File: src/rtl/stopwatch_counter.sv
// Stopwatch timekeeping core: button edge detection, run/stop/adjust control,
// one-second prescaler and the elapsed-seconds counter with MM:SS adjust arithmetic.
module stopwatch_counter #(
    parameter int unsigned TICK_DIV  = 100000000,
    parameter int unsigned MAX_COUNT = 5999
) (
    input  logic        clk,
    input  logic        rst_n,
    input  logic        btn_start,
    input  logic        btn_clear,
    input  logic        btn_inc,
    input  logic        adj_en,
    input  logic        adj_sel,
    output logic [12:0] count,
    output logic        running,
    output logic        adjusting,
    output logic        tick,
    output logic        wrap,
    output logic        blink
);

    localparam int unsigned     PreW      = (TICK_DIV > 1) ? $clog2(TICK_DIV) : 1;
    localparam logic [PreW-1:0] PreLast   = PreW'(TICK_DIV - 1);
    localparam logic [PreW-1:0] BlinkLast = PreW'(TICK_DIV / 2 - 1);
    localparam logic [12:0]     CntLast   = 13'(MAX_COUNT);
    localparam logic [12:0]     MinWrap   = 13'(MAX_COUNT - 59);

    typedef enum logic [1:0] {StStop, StRun, StAdj} state_e;

    state_e          state_q, state_d;
    logic            start_q, clear_q, inc_q;
    logic [PreW-1:0] pre_q, pre_d;
    logic [PreW-1:0] blink_cnt_q, blink_cnt_d;
    logic [12:0]     count_q, count_d;
    logic            running_q, running_d;
    logic            adjusting_q, adjusting_d;
    logic            tick_q, tick_d;
    logic            wrap_q, wrap_d;
    logic            blink_q, blink_d;
    logic            start_ev, clear_ev, inc_ev, boundary;

    always_comb begin
        start_ev = btn_start & ~start_q;
        clear_ev = btn_clear & ~clear_q;
        inc_ev   = btn_inc & ~inc_q;

        state_d = state_q;
        unique case (state_q)
            StStop: begin
                if (start_ev) begin
                    state_d = StRun;
                end else if (adj_en) begin
                    state_d = StAdj;
                end
            end
            StRun:   if (start_ev) state_d = StStop;
            StAdj:   if (!adj_en) state_d = StStop;
            default: state_d = StStop;
        endcase

        boundary = (state_q == StRun) && (pre_q == PreLast);

        // Prescaler only advances while staying in RUN, so any exit drops the partial second.
        pre_d = '0;
        if (!clear_ev && (state_q == StRun) && (state_d == StRun) && !boundary) begin
            pre_d = pre_q + 1'b1;
        end

        count_d = count_q;
        if (clear_ev) begin
            count_d = '0;
        end else if (boundary) begin
            count_d = (count_q == CntLast) ? 13'd0 : count_q + 13'd1;
        end else if (inc_ev && (state_q == StAdj)) begin
            if (adj_sel) begin
                count_d = (count_q >= MinWrap) ? count_q - MinWrap : count_q + 13'd60;
            end else begin
                count_d = ((count_q % 13'd60) == 13'd59) ? count_q - 13'd59 : count_q + 13'd1;
            end
        end

        tick_d = boundary & ~clear_ev;
        wrap_d = tick_d & (count_q == CntLast);

        running_d   = (state_d == StRun);
        adjusting_d = (state_d == StAdj);

        // Blink restarts from zero on each entry into ADJ.
        blink_cnt_d = '0;
        blink_d     = 1'b0;
        if ((state_q == StAdj) && (state_d == StAdj)) begin
            if (blink_cnt_q == BlinkLast) begin
                blink_cnt_d = '0;
                blink_d     = ~blink_q;
            end else begin
                blink_cnt_d = blink_cnt_q + 1'b1;
                blink_d     = blink_q;
            end
        end
    end

    always_ff @(posedge clk) begin
        // Previous-level copies track the inputs even in reset: a held button gives no event.
        start_q <= btn_start;
        clear_q <= btn_clear;
        inc_q   <= btn_inc;
        if (!rst_n) begin
            state_q     <= StStop;
            pre_q       <= '0;
            blink_cnt_q <= '0;
            count_q     <= '0;
            running_q   <= 1'b0;
            adjusting_q <= 1'b0;
            tick_q      <= 1'b0;
            wrap_q      <= 1'b0;
            blink_q     <= 1'b0;
        end else begin
            state_q     <= state_d;
            pre_q       <= pre_d;
            blink_cnt_q <= blink_cnt_d;
            count_q     <= count_d;
            running_q   <= running_d;
            adjusting_q <= adjusting_d;
            tick_q      <= tick_d;
            wrap_q      <= wrap_d;
            blink_q     <= blink_d;
        end
    end

    assign count     = count_q;
    assign running   = running_q;
    assign adjusting = adjusting_q;
    assign tick      = tick_q;
    assign wrap      = wrap_q;
    assign blink     = blink_q;

endmodule
File: config.mk
export PLATFORM = sky130hd
export DESIGN_NAME = stopwatch_counter
export DESIGN_NICKNAME = d
export VERILOG_FILES = /design/src/rtl/stopwatch_counter.sv
export SDC_FILE = /design/constraint.sdc
export NUM_CORES = 1
export LEC_CHECK = 0
export CAP_MARGIN = 20
export CORE_ASPECT_RATIO = 0.6
export CORE_UTILIZATION = 56
export DETAILED_ROUTE_END_ITERATION = 10
export DONT_BUFFER_PORTS = 1
export GPL_ROUTABILITY_DRIVEN = 0
export PLACE_DENSITY = 0.71
export RECOVER_POWER = 50
export REMOVE_ABC_BUFFERS = 1
export SLEW_MARGIN = 20
export SYNTH_ARGS = -nofsm -noshare
export SYNTH_HDL_FRONTEND = slang
export SYNTH_SLANG_ARGS = --single-unit
File: constraint.sdc
create_clock -name clk -period 13.22 [get_ports clk]
set_input_delay 3.305 -clock clk [delete_from_list [all_inputs] [get_ports clk]]
set_output_delay 3.305 -clock clk [all_outputs]
set_load 0.05 [all_outputs]
==> results.md, run 1 <==
| Item | This run | Unit |
|---|---|---|
| Number of diodes added for antenna fixing | 0 | - |
| Hold EP | pre_q[0] | - |
| Power after layout | 0.000504 | W |
| Count of H-tree levels built during CTS | 3 | - |
| Clock power frac | 48.7 | % |
| Post-synthesis cell area | 5420 | µm² |
| Crit path largest cell delay | 0.94 | ns |
| Launching point of the worst reg2reg path | count[3] | - |
| Top cell type's share of synthesized area | 28.4 | % |
| Net switching component of the power | 0.000112 | W |
| Ranking of synthesized cells by instance count | nor2_1 (98), nand2_1 (78), dfxtp_1 (77), nand3_1 (38), a21oi_1 (37) | - |
| Number of design-rule violations left by the first detailed-router iteration | 796 | - |
| Worst hold path depth | 1 | - |
| Area Overhead vs Synth | 6.65 | % |
| Worst path arrival time | 7.06 | ns |
| Root Driver | clkbuf_16 | - |
| Initial core utilization | 58.4 | % |
| First-pass GRT wire length | 24.1 | mm |
| Clock tree from TritonCTS | yes | - |
| Number of clock sinks seen by CTS | 77 | - |
| Count of cell types in the netlist | 87 | - |
| Number of antenna violations at the first check in global routing | 0 | - |
| Cell type contributing the most total cell area after synthesis | dfxtp_1 | - |
| P per Cell Area | 87.2 | nW/µm² |
| Post-synth top flop | dfxtp_1 | - |
| Relative slew slack | -0.507 | % |
| Number of setup violations in the final report | 0 | - |
| Area of combinational cells with multiple inputs | 3630 | µm² |
| Vias per inst | 6.49 | - |
| Drt wl/cell | 17.3 | µm |
| Type of the most critical hold path | reg -> reg | - |
| DR pass1 iterations | 5 | - |
| Detailed-route wire length | 14.5 | mm |
| Critical path type | reg -> reg | - |
| Syn. warnings | 0 | - |
| End of the worst register-to-register path | count[8] | - |
| Worst hold path startpoint | pre_q[0] | - |
| Total Die Area | 10,100 | µm² |
| Max-cap check violation count | 1 | - |
| Fraction of final layout cells sized beyond drive strength 1 | 6.47 | % |
| Max Slew Vio Count | 17 | - |
| Overall fraction of global-route tracks in use | 30.2 | % |
| Die width | 129 | µm |
| Hold Violations, Final | 0 | - |
| Clock slew seen by the registers of the worst setup and hold paths | 0.06 | ns |
| Height of the die | 78.2 | µm |
| Residual DRC count | 0 | - |
| Max Fclk | 0.148 | GHz |
| Cell types with the largest area share after synthesis | dfxtp_1 (28%), nor2_1 (6.8%), nand2_1 (5.4%) | - |
| Share of the cycle needed by the critical path after routing | 51.3 | % |
| CP Capture Type | flop | - |
| Worst IR Drop VDD | 0.0713 | mV |
| Leakage Power | 1.92 | nW |
| Internal Power | 0.000392 | W |
| Number of nets with antenna violations after detailed routing | 0 | - |
| I/O pin count | 25 | - |
| Total via count in the routed design | 5,456 | - |
| Core region area | 9290 | µm² |
| Clock Path Buffers | 2 | - |
| CP required | 13.50 | ns |
| Mean instance size in the synthesized netlist | 7.48 | µm² |
| Layout Nets | 722 | - |
| Combinational Power Share | 4.3 | % |
| Gates resized, CTS repair | 0 | - |
| Crit path cell chain | clkbuf_1 -> inv_1 -> ha_1 -> nor4b_4 -> a2111oi_0 -> and3b_1 -> nor4_2 -> a211oi_1 -> nand4_1 -> a32o_1 -> o22ai_1 -> a211oi_1 -> a211o_1 -> a222oi_1 -> buf_4 -> nand4b_2 -> a2111oi_0 -> nand3b_1 | - |
| Count of hold buffers inserted by post-cts repair | 0 | - |
| Seq pwr share | 47.1 | % |
| Worst clock skew | 0.00688 | ns |
| Sequential cell area fraction in the yosys report | 28.4 | % |
| Count of flip-flops with a built-in enable after synthesis | 0 | - |
| Result of the run | finished, violations left | - |
| Switching fraction of total power | 22.3 | % |
| Number of global-route vias before repair | 4,893 | - |
| Post-CTS setup buffer count | 0 | - |
| FF-to-FF setup slack | 6.44 | ns |
| Number of rows in the core area | 27 | - |
| Gate Count Post-Synth | 725 | - |
| Final HPWL from detailed placement | 10.6 | mm |
| Worst R2R Path Depth | 18 | - |
| Setup repair after global routing missed its margin | no | - |
| Final worst hold slack | 0.468 | ns |
| Overflow left after global routing | 0 | - |
| Reg area | 1540 | µm² |
| Latest clock arrival within the worst-skew pair | 0.34 | ns |
| Measured slew at the worst slew-check pin | 1.51 | ns |
| Final period demand of the worst path | 6.78 | ns |
| Number of buffers created by CTS | 9 | - |
| Slowest library cell on the worst path | clkbuf_1 | - |
| Setup TNS | 0 | ns |
| Pin count of the biggest net entering global routing | 28 | - |
| Violated checks | max-capacitance violations, max-slew violations | - |
| IO Port Bufs | 0 | - |
| CP Max Fanout | 17 | - |
| Leading cell type by number of instances after synthesis | nor2_1 | - |
| Sort of element at the start of the critical path | flop | - |
| Share of synthesized registers carrying an async set or reset | 0 | % |
| Number of storage elements in the synthesis netlist | 77 | - |
| Number of filler instances in the final layout | 816 | - |
-- power groups by stage --
stage	Clock, W	Sequential, W	Combinational (W)
2_1_floorplan	0	0.000244	0.0000135
3_3_place_gp	0	0.000242	0.0000205
3_5_place_dp	0	0.000243	0.0000208
4_1_cts	0.000249	0.000237	0.0000209
5_1_grt	0.000263	0.000238	0.0000234
6_report	0.000245	0.000237	0.0000215
-- cells in the final DEF (no fill, tap or decap), types with 5 or more instances in the layout --
master / n
xor2_1: 30
and2_1: 10
or3_1: 10
a21oi_1: 37
o21a_1: 7
a211o_1: 8
inv_1: 20
and3_1: 15
a21o_1: 6
a211oi_1: 6
dfxtp_1: 77
nand4_1: 17
xnor2_1: 26
a31oi_1: 12
o31ai_1: 5
ha_1: 9
nor3_1: 24
nor2_1: 98
o211ai_1: 8
o221ai_1: 6
buf_4: 8
nor4_1: 8
o21ai_1: 5
nand2_1: 78
o21ai_0: 31
clkbuf_16: 9
nand2b_1: 5
nand3_1: 38
-- final cells by class --
type,count,area share (%)
clock buffers,11,4.20
clock inverters,5,0.995
inverters,21,1.36
multi-input cells,586,62.7
flip-flops and latches,77,26.7
well taps,130,2.81
repair buffers,11,1.23
-- metrics by stage --
step	std cells	setup WS, ns	cell area [µm²]	utilization (%)
after floorplan	684	6.84	5250	-
after global placement	825	7.16	5490	59.1
after detailed placement	825	6.95	5490	59.1
after CTS	841	6.92	5790	62.4
after global routing	841	5.95	5780	62.2
final	841	6.44	5780	62.2
-- worst max-delay path, delay by kind of cell (launching register included) --
family	cells	cell delay, ns
buf+inv	3	1.68
simple gates	6	1.52
fa+ha+maj	1	0.38
compound gates	8	2.82
flops	1	0.30
-- metal layers --
metal	wire length [µm]	part of all wire (%)	track usage (%)
met1	6860	47	43.5
met3	1590	11	11.8
met2	5880	40	42.2
met5	0	0	0
met4	202	1.4	5.18
-- worst max-delay path by stage --
stage               startpoint       end  cells after the start
floorplan             count[2]  count[7]                     16
global placement      count[2]  count[7]                     17
detailed placement    count[2]  count[7]                     17
CTS                   count[2]  count[7]                     17
global route          count[3]  count[7]                     18
finish                count[3]  count[8]                     18
-- kinds of logic after synthesis --
group                      after synthesis  share of synthesized area (%)
muxes                                    4                          0.761
buffers and inverters                   62                           4.66
adders and majority gates               10                           2.26
xor gates and xnor gates                56                           9.04
DFF                                     77                           28.4
and+or+nand+nor                        339                           31.6
AOI/OAI and AO/OA                      177                           23.3
-- registers in the layout, summed over array words and instances, names as in the netlist --
register and flops:
tick 1, running 1, inc_q 1, count 13
clear_q 1, pre_q 27, blink_cnt_q 27, start_q 1
state_q 2, blink 1, wrap 1, adjusting 1
(Power assumes the default switching activity.)
==> run 2: changes to the inputs <==
Settings changed: PLACE_DENSITY 0.71 to 0.74.
Clock period 13.22 ns to 5.8 ns, I/O delays scaled along.
==> run 2 against run 1 <==
Net effect: the run ends with max-capacitance violations left; hold slack worse by 0.0011 ns; sequential power is 130% higher; cell area is 0.82% higher; clock skew is 0.0011 ns lower; register-to-register slack worse by 6.2 ns; clock-buffer cell count is 2 higher.
==> results.md, run 2 (synthesis results as in run 1) <==
| Item | This run | Unit | vs previous |
|---|---|---|---|
| Number of clock sinks seen by CTS | 77 | - | unchanged |
| I/O pin count | 25 | - | unchanged |
| Drt wl/cell | 17.3 | µm | about the same |
| Worst clock skew | 0.00577 | ns | was 0.00688 ns |
| Launching point of the worst reg2reg path | count[2] | - | was count[3] |
| Root Driver | clkbuf_16 | - | unchanged |
| Final period demand of the worst path | 5.56 | ns | was 6.78 ns |
| Violated checks | max-capacitance violations | - | was max-capacitance violations, max-slew violations |
| Sort of element at the start of the critical path | flop | - | unchanged |
| Reg area | 1540 | µm² | unchanged |
| Final worst hold slack | 0.467 | ns | was 0.468 ns |
| Layout Nets | 725 | - | was 722 |
| Number of global-route vias before repair | 4,992 | - | was 4,893 |
| Detailed-route wire length | 14.5 | mm | about the same |
| IO Port Bufs | 0 | - | unchanged |
| Clock tree from TritonCTS | yes | - | unchanged |
| Worst hold path startpoint | pre_q[0] | - | unchanged |
| Critical path type | reg -> reg | - | unchanged |
| Die width | 129 | µm | unchanged |
| DR pass1 iterations | 5 | - | unchanged |
| Result of the run | finished, violations left | - | unchanged |
| Type of the most critical hold path | reg -> reg | - | unchanged |
| Core region area | 9290 | µm² | unchanged |
| Switching fraction of total power | 20.9 | % | was 22.3% |
| Number of antenna violations at the first check in global routing | 0 | - | unchanged |
| Measured slew at the worst slew-check pin | 1.49 | ns | was 1.51 ns |
| Vias per inst | 6.53 | - | was 6.49 |
| Number of setup violations in the final report | 0 | - | unchanged |
| Clock power frac | 48.8 | % | was 48.7% |
| Post-layout worst setup margin | 0.243 | ns | was 6.44 ns |
| Hold Violations, Final | 0 | - | unchanged |
| Number of diodes added for antenna fixing | 0 | - | unchanged |
| CP most frequent cell | a211o_1 | - |  |
| Max Fclk | 0.180 | GHz | was 0.148 GHz |
| Post-CTS setup buffer count | 0 | - | unchanged |
| Overflow left after global routing | 0 | - | unchanged |
| Number of filler instances in the final layout | 805 | - | was 816 |
| Overall fraction of global-route tracks in use | 29.8 | % | was 30.2% |
| Commonest non-fill, non-tap cells in the layout | nor2_1 (98), nand2_1 (78), dfxtp_1 (77) | - | unchanged |
| Worst IR Drop VDD | 0.187 | mV | was 0.0713 mV |
| Internal Power | 0.000912 | W | was 0.000392 W |
| Post-layout instance count excluding filler cells | 842 | - | was 841 |
| Number of nets with antenna violations after detailed routing | 0 | - | unchanged |
| CP Capture Type | flop | - | unchanged |
| CP required | 6.02 | ns | was 13.50 ns |
| Number of design-rule violations left by the first detailed-router iteration | 821 | - | was 796 |
| Fraction of final layout cells sized beyond drive strength 1 | 7.16 | % | was 6.47% |
| Final HPWL from detailed placement | 10.6 | mm | about the same |
| Setup slack at placement | 0.340 | ns | was 6.95 ns |
| CP Max Fanout | 17 | - | unchanged |
| Worst path arrival time | 5.77 | ns | was 7.06 ns |
| Total Die Area | 10,100 | µm² | unchanged |
| Residual DRC count | 0 | - | unchanged |
| P per Cell Area | 198 | nW/µm² | was 87.2 nW/µm² |
| Number of buffers created by CTS | 9 | - | unchanged |
| Placed Cells | 828 | - | was 825 |
| Relative slew slack | 0.559 | % | was -0.507% |
| Number of rows in the core area | 27 | - | unchanged |
| Leakage Power | 1.94 | nW | was 1.92 nW |
| Seq pwr share | 47.1 | % | about the same |
| Latest clock arrival within the worst-skew pair | 0.33 | ns | was 0.34 ns |
| Area Overhead vs Synth | 7.52 | % | was 6.65% |
| Max-cap check violation count | 1 | - | unchanged |
| Crit path cell chain | clkinvlp_4 -> ha_1 -> or4b_4 -> or4_4 -> and2_4 -> a2111oi_4 -> o211ai_4 -> nor3_2 -> mux2i_1 -> o22ai_1 -> o21a_1 -> a211o_1 -> a222oi_1 -> buf_4 -> and2_1 -> a311oi_1 -> a211o_1 | - | was clkbuf_1 -> inv_1 -> ha_1 -> nor4b_4 -> a2111oi_0 -> and3b_1 -> nor4_2 -> a211oi_1 -> nand4_1 -> a32o_1 -> o22ai_1 -> a211oi_1 -> a211o_1 -> a222oi_1 -> buf_4 -> nand4b_2 -> a2111oi_0 -> nand3b_1 |
| Net switching component of the power | 0.000241 | W | was 0.000112 W |
| Pin count of the biggest net entering global routing | 28 | - | unchanged |
| Setup repair after global routing missed its margin | no | - | unchanged |
| Share of the cycle needed by the critical path after routing | 95.8 | % | was 51.3% |
| First element of the critical path | count[2] | - | was count[3] |
| Max Slew Vio Count | 0 | - | was 17 |
| Combinational Power Share | 4.1 | % | was 4.3% |
| Crit path largest cell delay | 0.54 | ns | was 0.94 ns |
| Clock Path Buffers | 2 | - | unchanged |
| Most common cell after layout, fill and taps aside | nor2_1 | - | unchanged |
| Clock slew seen by the registers of the worst setup and hold paths | 0.05 | ns | was 0.06 ns |
| Area of combinational cells with multiple inputs | 3640 | µm² | was 3630 µm² |
| Slowest library cell on the worst path | or4_4 | - | was clkbuf_1 |
| First-pass GRT wire length | 24.1 | mm | about the same |
| Total via count in the routed design | 5,495 | - | was 5,456 |
| Height of the die | 78.2 | µm | unchanged |
| Initial core utilization | 58.4 | % | unchanged |
| Count of H-tree levels built during CTS | 3 | - | unchanged |
==> run 2: cell count changes in the layout (fill, tap and decap cells not counted), moves of 2 or more <==
cell,change
buf_4,+5
clkinv_2,-2
clkbuf_1,-2
clkbuf_8,+2
==> run 2: final cells by class <==
class	count	share of cell area [%]
tap	130	2.79
clock inverter	1	0.515
sequential	77	26.4
inverter	21	1.42
multi-input combinational	586	62.5
timing repair buffer	14	1.74
clock buffer	13	4.64
==> run 2: path summary, 6_finish.rpt <==
path	end	cells past startpoint	slack [ns]
max	count[9]	17	0.24
min	pre_q[0]	1	0.47
max reg2reg	count[9]	17	0.24
min reg2reg	pre_q[0]	1	0.47
==> run 2: power groups by stage <==
stage          logic [W]  registers, W  clock network [W]
3_3_place_gp   0.0000449      0.000554                  0
3_5_place_dp   0.0000457      0.000554                  0
4_1_cts        0.0000461      0.000542           0.000573
2_1_floorplan  0.0000308      0.000556                  0
6_report       0.0000476      0.000543           0.000563
5_1_grt        0.0000518      0.000543           0.000598
==> run 2: routing by layer <==
layer | track usage [%] | vias up | part of all wire (%)
li1 | - | 2598 | -
met1 | 41.9 | 2567 | 45
met2 | 43.4 | 301 | 42
met3 | 9.95 | 29 | 12
met4 | 7.06 | 0 | 1.0
met5 | 0 | - | 0
==> run 2: per-stage QoR <==
step	setup TNS [ns]	total power [W]	cell area (µm²)	utilization, %
after global placement	0	0.000599	5520	59.4
after global routing	0	0.00119	5830	62.8
after CTS	0	0.00116	5820	62.6
final	0	0.00115	5830	62.8
after detailed placement	0	0.000600	5520	59.4
after floorplan	-4.50	0.000587	5250	-
==> run 2: critical path, delay by kind of cell, from the launching register on <==
family	cells	cell delay (ns)
AOI/OAI and AO/OA	8	2.07
DFF	1	0.37
buffers and inverters	2	0.51
adders and majority gates	1	0.32
and+or+nand+nor	5	1.87
muxes	1	0.30
==> run 2: repair_timing <==
action                     CTS  global route
setup endpoints to repair    0             7
hold buffers                 0             0
gates resized for setup      0             3
==> run 3: changes to the inputs <==
Settings changed: CORE_UTILIZATION 56 to 50, PLACE_DENSITY 0.74 to 0.68.
==> run 3 against run 2 <==
Net effect: the flow now finishes without violations; hold slack got worse by 0.0027 ns; largest cell class unchanged; critical path type unchanged; die area increased by 12%; wire length increased by 2.8%.
==> results.md, run 3 (synthesis results as in run 1) <==
| Item | This run | Unit | vs previous |
|---|---|---|---|
| First element of the critical path | count[2] | - | unchanged |
| Met1 Wirelength | 7.21 | mm | was 6.56 mm |
| CP Capture Type | flop | - | unchanged |
| Total met3 wirelength after detailed routing | 1.61 | mm | was 1.68 mm |
| Sort of element at the start of the critical path | flop | - | unchanged |
| Initial core utilization | 51.4 | % | was 58.4% |
| Clock slew seen by the registers of the worst setup and hold paths | 0.06 | ns | was 0.05 ns |
| Root Driver | clkbuf_16 | - | unchanged |
| Max-cap check violation count | 0 | - | was 1 |
| Top Metal Used | met4 | - | unchanged |
| Number of filler instances in the final layout | 981 | - | was 805 |
| Crit path largest cell delay | 0.53 | ns | was 0.54 ns |
| Number of antenna violations at the first check in global routing | 0 | - | unchanged |
| Total Die Area | 11,300 | µm² | was 10,100 µm² |
| Number of rows in the core area | 29 | - | was 27 |
| Crit path cell chain | clkinvlp_4 -> ha_1 -> or4b_4 -> or4_4 -> and2_4 -> a2111oi_4 -> o211ai_4 -> nor3_2 -> mux2i_1 -> o22ai_1 -> o21a_1 -> a211o_1 -> a222oi_1 -> buf_4 -> nand4b_2 -> a2111oi_0 -> nand3b_1 | - | was clkinvlp_4 -> ha_1 -> or4b_4 -> or4_4 -> and2_4 -> a2111oi_4 -> o211ai_4 -> nor3_2 -> mux2i_1 -> o22ai_1 -> o21a_1 -> a211o_1 -> a222oi_1 -> buf_4 -> and2_1 -> a311oi_1 -> a211o_1 |
| Area of combinational cells with multiple inputs | 3650 | µm² | was 3640 µm² |
| Post-layout instance count excluding filler cells | 857 | - | was 842 |
| Area Overhead vs Synth | 8.56 | % | was 7.52% |
| Leakage Power | 1.97 | nW | was 1.94 nW |
| Clock Path Buffers | 2 | - | unchanged |
| Layout Nets | 731 | - | was 725 |
| Height of the die | 82.7 | µm | was 78.2 µm |
| Share of the cycle needed by the critical path after routing | 95.8 | % | about the same |
| Vias per inst | 6.35 | - | was 6.53 |
| IO Port Bufs | 0 | - | unchanged |
| Worst clock skew | 0.00807 | ns | was 0.00577 ns |
| Setup slack at placement | 0.247 | ns | was 0.340 ns |
| Post-layout worst setup margin | 0.241 | ns | was 0.243 ns |
| Max Fclk | 0.180 | GHz | about the same |
| Critical path type | reg -> reg | - | unchanged |
| Number of diodes added for antenna fixing | 0 | - | unchanged |
| Setup TNS | 0 | ns | unchanged |
| Max Slew Vio Count | 0 | - | unchanged |
| Number of global-route vias before repair | 4,534 | - | was 4,992 |
| Result of the run | finished, final reports clean | - | was finished, violations left |
| Number of buffers created by CTS | 9 | - | unchanged |
| CP required | 6.08 | ns | was 6.02 ns |
| Slowest library cell on the worst path | or4_4 | - | unchanged |
| Final HPWL from detailed placement | 10.9 | mm | was 10.6 mm |
| Worst R2R Path Depth | 17 | - | unchanged |
| Overall fraction of global-route tracks in use | 26.6 | % | was 29.8% |
| Fraction of final layout cells sized beyond drive strength 1 | 8.08 | % | was 7.16% |
| End of the worst register-to-register path | count[8] | - | was count[9] |
| Number of clock sinks seen by CTS | 77 | - | unchanged |
| Overflow left after global routing | 0 | - | unchanged |
| Total via count in the routed design | 5,438 | - | was 5,495 |
| I/O pin count | 25 | - | unchanged |
| Detailed-route wire length | 15.0 | mm | was 14.5 mm |
| Power after layout | 0.00118 | W | was 0.00115 W |
| Latest clock arrival within the worst-skew pair | 0.34 | ns | was 0.33 ns |
| Drt wl/cell | 17.5 | µm | was 17.3 µm |
| Measured slew at the worst slew-check pin | 1.45 | ns | was 1.49 ns |
| Final period demand of the worst path | 5.56 | ns | about the same |
| Core region area | 10,600 | µm² | was 9290 µm² |
| Last element of the critical path | count[8] | - | was count[9] |
| Commonest non-fill, non-tap cells in the layout | nor2_1 (97), nand2_1 (78), dfxtp_1 (77) | - | was nor2_1 (98), nand2_1 (78), dfxtp_1 (77) |
| Most common cell after layout, fill and taps aside | nor2_1 | - | unchanged |
| Number of nets with antenna violations after detailed routing | 0 | - | unchanged |
| Clock tree from TritonCTS | yes | - | unchanged |
| Number of setup violations in the final report | 0 | - | unchanged |
| Relative slew slack | 3.05 | % | was 0.559% |
| First-pass GRT wire length | 23.5 | mm | was 24.1 mm |
| Hold Violations, Final | 0 | - | unchanged |
| Reg area | 1540 | µm² | unchanged |
| Count of H-tree levels built during CTS | 3 | - | unchanged |
| P per Cell Area | 200 | nW/µm² | was 198 nW/µm² |
| FF-to-FF setup slack | 0.24 | ns | about the same |
| Residual DRC count | 0 | - | unchanged |
| Number of design-rule violations left by the first detailed-router iteration | 652 | - | was 821 |
| DR pass1 iterations | 7 | - | was 5 |
| Length of routed met2 wiring | 5.98 | mm | was 6.17 mm |
| CP Max Fanout | 13 | - | was 17 |
| Placed Cells | 838 | - | was 828 |
| Launching point of the worst reg2reg path | count[2] | - | unchanged |
| Worst path arrival time | 5.84 | ns | was 5.77 ns |
| Type of the most critical hold path | reg -> reg | - | unchanged |
| Worst IR Drop VDD | 0.154 | mV | was 0.187 mV |
| Count of hold buffers inserted by post-cts repair | 0 | - | unchanged |
| Pin count of the biggest net entering global routing | 28 | - | unchanged |
| Die width | 136 | µm | was 129 µm |
run 3: how the worst min path moves through the flow:
stage	startpoint	to	slack [ns]	cells past startpoint
6_report	pre_q[0]	pre_q[0]	0.46	1
3_3_place_gp	pre_q[0]	pre_q[0]	0.44	1
4_1_cts	pre_q[0]	pre_q[0]	0.46	1
5_1_grt	pre_q[0]	pre_q[0]	0.49	1
2_1_floorplan	pre_q[0]	pre_q[0]	0.43	1
3_5_place_dp	pre_q[0]	pre_q[0]	0.45	1
run 3: critical path: cells and delay by family (launching register included):
kind,cells,cell delay [ns]
simple gates,6,1.85
mux,1,0.30
compound gates,7,2.14
buf+inv,2,0.50
fa+ha+maj,1,0.32
flops,1,0.37
run 3: area by class of cell:
cell class	instances	area share (%)
multi-input combinational	586	62.0
sequential	77	26.2
clock buffer	9	3.83
tap	139	2.95
timing repair buffer	20	2.36
inverter	21	1.40
clock inverter	5	1.32
run 3: where the power goes:
part           internal (W)  switching [W]  leakage [nW]
Sequential         0.000533     0.00000908         0.622
Clock              0.000370       0.000216         0.147
Combinational     0.0000151      0.0000334          1.20
Total              0.000918       0.000258          1.97
run 3: through the flow:
stage                     utilization [%]  cell area, µm²  hold slack [ns]
after floorplan                         -            5250            0.430
after global placement               52.4            5540            0.441
after detailed placement             52.4            5540            0.450
after CTS                            55.3            5840            0.463
after global routing                 55.8            5890            0.488
final                                55.8            5890            0.464
run 3: what timing repair did:
item	CTS	global route
setup endpoints to repair	0	9
buffers inserted	0	5
resized for setup	0	5
run 3: per-layer routing:
layer  GRT usage [%]  up-vias
li1                -     2605
met1            39.6     2530
met2            36.2      280
met3            8.06       23
met4            6.33        0
met5               0        -
